--- src/rtl/serial_pkg.sv ---
// Shared definitions for the board's serializer/deserializer pair.
//
// Contents:
//   piso_state_e : two-state control for the parallel-in, serial-out converter.
//   clog2_floor  : counter-width helper. It returns ceil(log2(value)) but never
//                  less than 1, so a one-element word still gets a legal
//                  1-bit counter. sipo sizes its counter with the same function.
package serial_pkg;

  typedef enum logic [0:0] {
    IDLE = 1'b0,
    SEND = 1'b1
  } piso_state_e;

  function automatic int clog2_floor(input int value);
    int result;
    result = 0;
    while ((1 << result) < value) begin
      result++;
    end
    if (result < 1) begin
      result = 1;
    end
    return result;
  endfunction

endpackage

--- src/rtl/beat_counter.sv ---
// Beat counter that counts 0 .. max_p-1 and then wraps back to 0.
//
// Ports:
//   clk_i     : clock, rising edge
//   reset_n_i : asynchronous active-low reset, clears the count to 0
//   clear_i   : synchronous clear. It takes priority over incr_i.
//   incr_i    : advance by one. At max_p-1 the count returns to 0.
//   wrap_o    : high while the count equals max_p-1. It is always high when
//               max_p is 1.
module beat_counter
  import serial_pkg::*;
#(
  parameter int max_p   = 8,
  parameter int width_p = clog2_floor(max_p)
) (
  input  logic clk_i,
  input  logic reset_n_i,
  input  logic clear_i,
  input  logic incr_i,
  output logic wrap_o
);

  localparam logic [width_p-1:0] last_count = width_p'(max_p - 1);

  logic [width_p-1:0] count_q;

  assign wrap_o = (count_q == last_count);

  // NOTE: sequential state uses non-blocking assignments. Every register then
  // samples its pre-edge value, whatever order the processes evaluate in.
  always_ff @(posedge clk_i or negedge reset_n_i) begin
    if (!reset_n_i) begin
      count_q <= '0;
    end else if (clear_i) begin
      count_q <= '0;
    end else if (incr_i) begin
      count_q <= wrap_o ? '0 : count_q + 1'b1;
    end
  end

endmodule

--- src/rtl/piso.sv ---
// Parallel-in, serial-out converter with ready/valid on both sides.
//
// The block accepts one depth_p-element word and emits it as width_p-bit beats.
// A new word can be accepted on the final beat of the current word, so
// back-to-back words stream without idle cycles.
//
// Parameters:
//   width_p     : bits per beat
//   depth_p     : beats per word (1 or more)
//   msb_first_p : 0 = beat 0 is data_i[width_p-1:0]; 1 = beat 0 is the top slice
//
// Ports:
//   clk_i     : clock, rising edge
//   reset_n_i : asynchronous active-low reset. While it is low, ready_o is also
//               held low.
//   valid_i   : input word on data_i is valid
//   ready_o   : can accept a word this cycle. This is a combinational function
//               of ready_i while the last beat is on the output.
//   data_i    : parallel input word, sampled only on the accept cycle
//   valid_o   : data_o holds a valid beat
//   ready_i   : sink takes the beat this cycle
//   data_o    : current beat
//   last_o    : current beat is the final element of its word
module piso
  import serial_pkg::*;
#(
  parameter int width_p     = 1,
  parameter int depth_p     = 8,
  parameter bit msb_first_p = 1'b0
) (
  input  logic                       clk_i,
  input  logic                       reset_n_i,
  input  logic                       valid_i,
  output logic                       ready_o,
  input  logic [width_p*depth_p-1:0] data_i,
  output logic                       valid_o,
  input  logic                       ready_i,
  output logic [width_p-1:0]         data_o,
  output logic                       last_o
);

  localparam int word_w = width_p * depth_p;

  piso_state_e       state_q;
  piso_state_e       state_d;
  logic [word_w-1:0] shift_q;
  logic              wrap;
  logic              accept;
  logic              xfer;

  // valid_o, last_o and data_o come only from registered state. ready_o is
  // the one output that looks at ready_i.
  assign valid_o = (state_q == SEND);
  assign last_o  = valid_o & wrap;
  assign ready_o = reset_n_i & (~valid_o | (last_o & ready_i));
  assign accept  = valid_i & ready_o;
  assign xfer    = valid_o & ready_i;

  // The head slice is the end of the register that the shift moves toward.
  if (msb_first_p) begin : g_head_msb
    assign data_o = shift_q[word_w-1 -: width_p];
  end else begin : g_head_lsb
    assign data_o = shift_q[width_p-1:0];
  end

  beat_counter #(
    .max_p   (depth_p),
    .width_p (clog2_floor(depth_p))
  ) u_beat_counter (
    .clk_i     (clk_i),
    .reset_n_i (reset_n_i),
    .clear_i   (accept),
    .incr_i    (xfer),
    .wrap_o    (wrap)
  );

  // NOTE: the shift register is reset on purpose. data_o is decoded straight
  // from it, and data_o has to read 0 during reset.
  always_ff @(posedge clk_i or negedge reset_n_i) begin
    if (!reset_n_i) begin
      shift_q <= '0;
    end else if (accept) begin
      shift_q <= data_i;
    end else if (xfer) begin
      shift_q <= msb_first_p ? (shift_q << width_p) : (shift_q >> width_p);
    end
  end

  always_ff @(posedge clk_i or negedge reset_n_i) begin
    if (!reset_n_i) begin
      state_q <= IDLE;
    end else begin
      state_q <= state_d;
    end
  end

  // NOTE: state_d gets its default before the case statement. Every path then
  // assigns it, and no latch is inferred.
  always_comb begin
    state_d = state_q;
    case (state_q)
      IDLE: begin
        if (accept) begin
          state_d = SEND;
        end
      end
      SEND: begin
        // An accept on the last beat reloads the register and keeps sending.
        if (xfer && last_o && !accept) begin
          state_d = IDLE;
        end
      end
      default: state_d = IDLE;
    endcase
  end

endmodule

--- config.mk ---
export PLATFORM = sky130hd
export DESIGN_NAME = piso
export DESIGN_NICKNAME = d
export VERILOG_FILES = /design/src/rtl/serial_pkg.sv /design/src/rtl/beat_counter.sv /design/src/rtl/piso.sv
export SDC_FILE = /design/constraint.sdc
export NUM_CORES = 1
export LEC_CHECK = 0
export CORE_MARGIN = 1
export CORE_UTILIZATION = 46
export DETAILED_ROUTE_END_ITERATION = 16
export PLACE_DENSITY_LB_ADDON = 0.1
export SLEW_MARGIN = 20
export SYNTH_ARGS = -nofsm -noshare
export SYNTH_HDL_FRONTEND = slang
export SYNTH_SLANG_ARGS = --single-unit
export TNS_END_PERCENT = 20
--- constraint.sdc ---
create_clock -name clk_i -period 2.4 [get_ports clk_i]
set_clock_uncertainty 0.2 [all_clocks]
set_input_delay 0.48 -clock clk_i [delete_from_list [all_inputs] [get_ports clk_i]]
set_output_delay 0.48 -clock clk_i [all_outputs]
set_load 0.01 [all_outputs]
Word-level counts from Yosys, hierarchy flattened
Cells that the tools add are included.
{"block": "classes", "reduce_logical": 4, "shifts": 0, "n_eq_ne": 1, "addsub": 1, "n_mux": 8, "mul": 0, "n_bitwise": 7, "order_cmp": 0, "div": 0}
{"op": "2-to-1 mux 8 bit", "count": 2}
{"op": "2-to-1 mux 3 bit", "count": 3}
{"op": "bitwise AND 1 bit", "count": 5}
{"op": "adder 3 x 1 -> 3 bit (second input constant)", "count": 1}
{"op": "== test 3 bit (second input constant)", "count": 1}
{"op": "logical AND 1 bit", "count": 2}
{"op": "2-to-1 mux 1 bit", "count": 2}
{"op": "case mux 1 bit (2 select lines)", "count": 1}
{"op": "nonzero test 2 bit", "count": 1}
{"op": "logical NOT 1 bit", "count": 1}
{"op": "NOT 1 bit", "count": 1}
{"op": "OR 1 bit", "count": 1}
{"block": "totals", "inputBits": 12, "mem_bits_ro": 0, "n_memories": 0, "latch_bits": 0, "regBits": 12, "ram_bits": 0}

Logic depth before layout (Yosys ltp)
{"block": "logic_depth", "depth_word": 10, "mapped_depth": 6}

Hierarchy
From an unflattened synthesis, not the netlist that was laid out.
{"block": "hier_totals", "hier_cells": 47, "area_unflattened_um2": 655.6}
{"module": "piso", "n_inst": 1, "area_each_um2": 504.2, "cells_per_inst": 35, "seq_area_each_um2": 225.2}
{"module": "beat_counter", "n_inst": 1, "area_each_um2": 151.4, "cells_per_inst": 12, "seq_area_each_um2": 75.1}

Worst setup path after synthesis
No wires, ideal clock.
{"block": "synth_path", "kind": "reg2reg", "startpoint": "register u_beat_counter.count_q[0]", "endpoint": "register shift_q[0]", "synth_period_minus_slack_ns": 1.859, "path_stages_with_launch": 7, "path_slack_ns": 0.541, "t_arrival_ns": 1.534, "path_cell_list": "dfrtp_1 > ha_1 > ha_1 > a21bo_2 > nor2b_4 > buf_6 > mux2_4"}
{"block": "synth_via", "elab_chain_len": 7, "elab_cells_between_ends": 8, "cone_classes": "eq/ne: 1; mux: 1; bitwise: 5; reduce/logical: 1"}
{"item": "start, declared", "line_no": "beat_counter.sv:25", "rtl": "logic [width_p-1:0] count_q;"}
{"item": "start signal, assigned", "line_no": "beat_counter.sv:37", "rtl": "count_q <= wrap_o ? '0 : count_q + 1'b1;"}
{"item": "== test 3 bit *", "line_no": "beat_counter.sv:27", "rtl": "assign wrap_o = (count_q == last_count);"}
{"item": "bitwise AND 1 bit *", "line_no": "piso.sv:54", "rtl": "assign last_o = valid_o & wrap;"}
{"item": "bitwise AND 1 bit *", "line_no": "piso.sv:55", "rtl": "assign ready_o = reset_n_i & (~valid_o | (last_o & ready_i));"}
{"item": "OR 1 bit *", "line_no": "piso.sv:55"}
{"item": "bitwise AND 1 bit *", "line_no": "piso.sv:55"}
{"item": "bitwise AND 1 bit *", "line_no": "piso.sv:56", "rtl": "assign accept = valid_i & ready_o;"}
{"item": "2-to-1 mux 8 bit or nonzero test 2 bit (tied branches)"}
{"item": "end signal, assigned", "line_no": "piso.sv:83", "rtl": "shift_q <= data_i;"}
{"item": "end signal, assigned", "line_no": "piso.sv:85", "rtl": "shift_q <= msb_first_p ? (shift_q << width_p) : (shift_q >> width_p);"}
{"item": "end, declared", "line_no": "piso.sv:46", "rtl": "logic [word_w-1:0] shift_q;"}
Every way passes the cells marked *; elsewhere a longest branch is shown, timed or not.
A chain may end at the register's enable or synchronous reset.

Worst setup path in the final report
{"block": "layout_path", "startpoint": "register u_beat_counter.count_q[0]", "endpoint": "output port last_o"}
{"block": "layout_via", "elab_chain_len": 2}
{"item": "== test 3 bit", "line_no": "beat_counter.sv:27"}
{"item": "bitwise AND 1 bit", "line_no": "piso.sv:54"}
{"item": "end, declared", "line_no": "piso.sv:39", "rtl": "output logic last_o"}
No other way between the ends.

==> results <==
-- critical path: cells and delay by family (launching register included) --
family                   cells  cell delay [ns]
adder cells (fa/ha/maj)      2             0.39
buffers and inverters        2             0.41
flip-flops                   1             0.39
AND/OR/NAND/NOR              1             0.14
-- final timing paths --
| check | startpoint | to | slack [ns] | cells past startpoint |
|---|---|---|---|---|
| setup / recovery | u_beat_counter.count_q[0] | last_o | 0.12 | 5 |
| hold / removal | u_beat_counter.count_q[2] | u_beat_counter.count_q[2] | 0.33 | 2 |
| hold reg to reg | u_beat_counter.count_q[2] | u_beat_counter.count_q[2] | 0.33 | 2 |
| min in group asynchronous | reset_n_i | shift_q[2] | 0.35 | 2 |
| setup reg to reg | u_beat_counter.count_q[0] | shift_q[6] | 0.37 | 7 |
| max in group asynchronous | reset_n_i | shift_q[5] | 1.50 | 2 |
-- kinds of logic (layout without fill, tap and decap cells) --
family	after synthesis	count (layout)	share of synthesized area, %
compound gates	3	3	3.68
fa+ha+maj	2	2	3.88
buf+inv	4	29	4.65
flops	12	12	46.5
mux	16	16	31.0
simple gates	12	12	10.3
-- through the flow --
stage | utilization, % | setup slack [ns] | cells | power (mW)
after floorplan | - | 0.541 | 49 | 0.543
after global placement | 64.9 | -0.0351 | 84 | 0.641
after detailed placement | 64.9 | -0.0249 | 84 | 0.655
after CTS | 67.6 | 0.0149 | 88 | 0.816
after global routing | 67.8 | 0.0588 | 89 | 0.871
final | 67.8 | 0.118 | 89 | 0.815
-- state kept, by name, indices dropped and copies added (netlist names) --
name	count
valid_o	1
u_beat_counter.count_q	3
shift_q	8
-- cells in the final DEF, fill, tap and decap left out --
cell / instances
clkdlybuf4s50_1: 13
dfrtp_1: 12
mux2_1: 8
buf_4: 8
mux2_4: 6
nand2_1: 4
clkbuf_4: 3
and2_1: 2
nand2_2: 2
inv_1: 2
nor2_1: 2
mux2i_1: 2
ha_1: 2
a21bo_2: 1
nor2b_4: 1
o32ai_1: 1
nand3_1: 1
a21oi_1: 1
clkbuf_8: 1
dlygate4sd2_1: 1
clkbuf_2: 1
-- per-layer routing --
metal	track usage, %	wire length [um]
met4	5.17	0
met3	5.11	51
met1	20.6	514
met5	0	0
met2	24.6	478
-- cell type report --
| cell class | count | area, sq um | share of cell area, % |
|---|---|---|---|
| Clock buffer | 4 | 36.3 | 4.11 |
| Inverter | 2 | 7.51 | 0.851 |
| Multi-Input combinational cell | 33 | 315 | 35.7 |
| Sequential cell | 12 | 300 | 34.0 |
| Tap cell | 15 | 18.8 | 2.13 |
| Timing Repair Buffer | 23 | 204 | 23.1 |
-- repair_timing --
action	in CTS	in global routing
buffers inserted	0	1
pin swaps	0	0
resized for setup	3	1
endpoints found under the setup margin	2	1
-- power groups by stage --
| stage | Combinational (mW) | Sequential (mW) | Clock (mW) |
|---|---|---|---|
| after floorplan | 0.220 | 0.323 | 0 |
| after global placement | 0.316 | 0.325 | 0 |
| after detailed placement | 0.325 | 0.330 | 0 |
| after CTS | 0.322 | 0.326 | 0.169 |
| after global routing | 0.362 | 0.334 | 0.175 |
| final | 0.330 | 0.323 | 0.162 |
==> flow_summary_export.csv <==
group,metric,value,unit
status,status,"complete, no violations",
sta,rsz0062_at_grt,"false",
clock_tree,cts.sinks,12,
yosys,netlist_area,646,sq um
yosys,synth-seq-area-share,46.5,%
route,wl_per_cell,11.7,um
clock_tree,ctsHoldBuffers,0,
clock_tree,clk-insertion-delay-late,0.27,ns
cells_and_area,fill_cells,109,
critical_path,critPathMaxStageDelay,0.39,ns
sta,post-route-period-util,95.1,%
cells_and_area,fin_area,882,sq um
cells_and_area,n_antenna_cell,0,
power_and_ir_drop,clkPwrFrac,19.8,%
clock_tree,htreeDepth,1,
yosys,synth_top_flop_cell,"dfrtp_1",
route,drc_errors,0,
sta,finalSetupViolCount,0,
sta,fin_tns_setup,0,ns
critical_path,crit_required,1.72,ns
yosys,synth-seq-cells,12,
global_routing,antenna_found_initial,0,
floorplanning,die_h,39.5,um
global_routing,grt_pass1_vias,392,
yosys,ys_types,16,
yosys,syn-num-nets,63,
clock_tree,path_clk_slew,0.08,ns
yosys,avgSynthCellArea,13.2,sq um
yosys,yosysTopAreaCell,"dfrtp_1",
floorplanning,rows,13,
floorplanning,fp.dieW,39.5,um
route,drt_wl_total,1.04,mm
yosys,synth.area.top_cells,"dfrtp_1 47%, mux2_1 14%, mux2_4 14%, ha_1 3.9%, buf_6 3.5%",
global_routing,grt_usage,15.8,%
sta,fmax,0.438,GHz
placement,portBuffers,15,
yosys,synth_top_area_share,46.5,%
route,dr.first_iter.drc_count,2,
placement,dp_hpwl,782,um
global_routing,grt_pass1_wl,1.61,mm
route,drt-vias-per-instance,4.84,
sta,max_slew_margin,81.0,%
critical_path,crit_path_frequent_cell,"ha_1",
clock_tree,clockRootBuffer,"clkbuf_4",
global_routing,grt_max_degree,14,
clock_tree,clock_path_buffers,2,
floorplanning,initial_core_util,49.6,%
sta,final.min_clock_period,2.28,ns
power_and_ir_drop,switchingPower,0.228,mW
critical_path,crit_chain,"ha_1 > ha_1 > buf_4 > and2_1 > dlygate4sd2_1",
cells_and_area,layout.nets,89,
critical_path,end_kind,"output port",
power_and_ir_drop,pwr-share-comb,40.5,%
yosys,synth_enable_flop_cells,0,
clock_tree,cts_tree,"built",
placement,gp_congestion,0.620,
critical_path,worstPathMaxFanout,3,
floorplanning,io-pin-count,16,
sta,tightest_slew,0.284,ns
cells_and_area,drive_above_1_share,31.1,%
power_and_ir_drop,p_per_area,924,mW/mm^2
cells_and_area,synthToLayoutAreaGrowth,36.6,%
power_and_ir_drop,ir_drop,0.601,mV
sta,whs,0.334,ns
clock_tree,cts_buffers,3,
yosys,synthArstFlopShare,100,%
yosys,syn-instance-count,49,
sta,hold_viol,0,
power_and_ir_drop,p_int,0.587,mW
yosys,yosysMostFrequentCell,"dfrtp_1",
placement,postPlaceCellArea,845,sq um
floorplanning,dieArea,0.00156,sq mm
sta,drv_slew,0,
yosys,synth_warnings,0,
yosys,synth_common_cells,"12 x dfrtp_1, 8 x mux2_1, 6 x mux2_4",
critical_path,criticalPathCategory,"reg2out",
route,firstDrtPassIters,2,
min_path,min-delay-path-class,"reg2reg",
power_and_ir_drop,switching_share,28.0,%
power_and_ir_drop,p_leak,0.440,nW
route,drtAntennaViolNets,0,
floorplanning,core,0.00130,sq mm
critical_path,arrival,1.60,ns
power_and_ir_drop,p_seq_share,39.7,%
critical_path,cp_slowest_cell,"dfrtp_1",
job,maxCapViolations,0,
critical_path,worst_setup_path_start_kind,"flop",
global_routing,overflow,0,
route,vias,431,
Power figures use the tool's default switching activity.
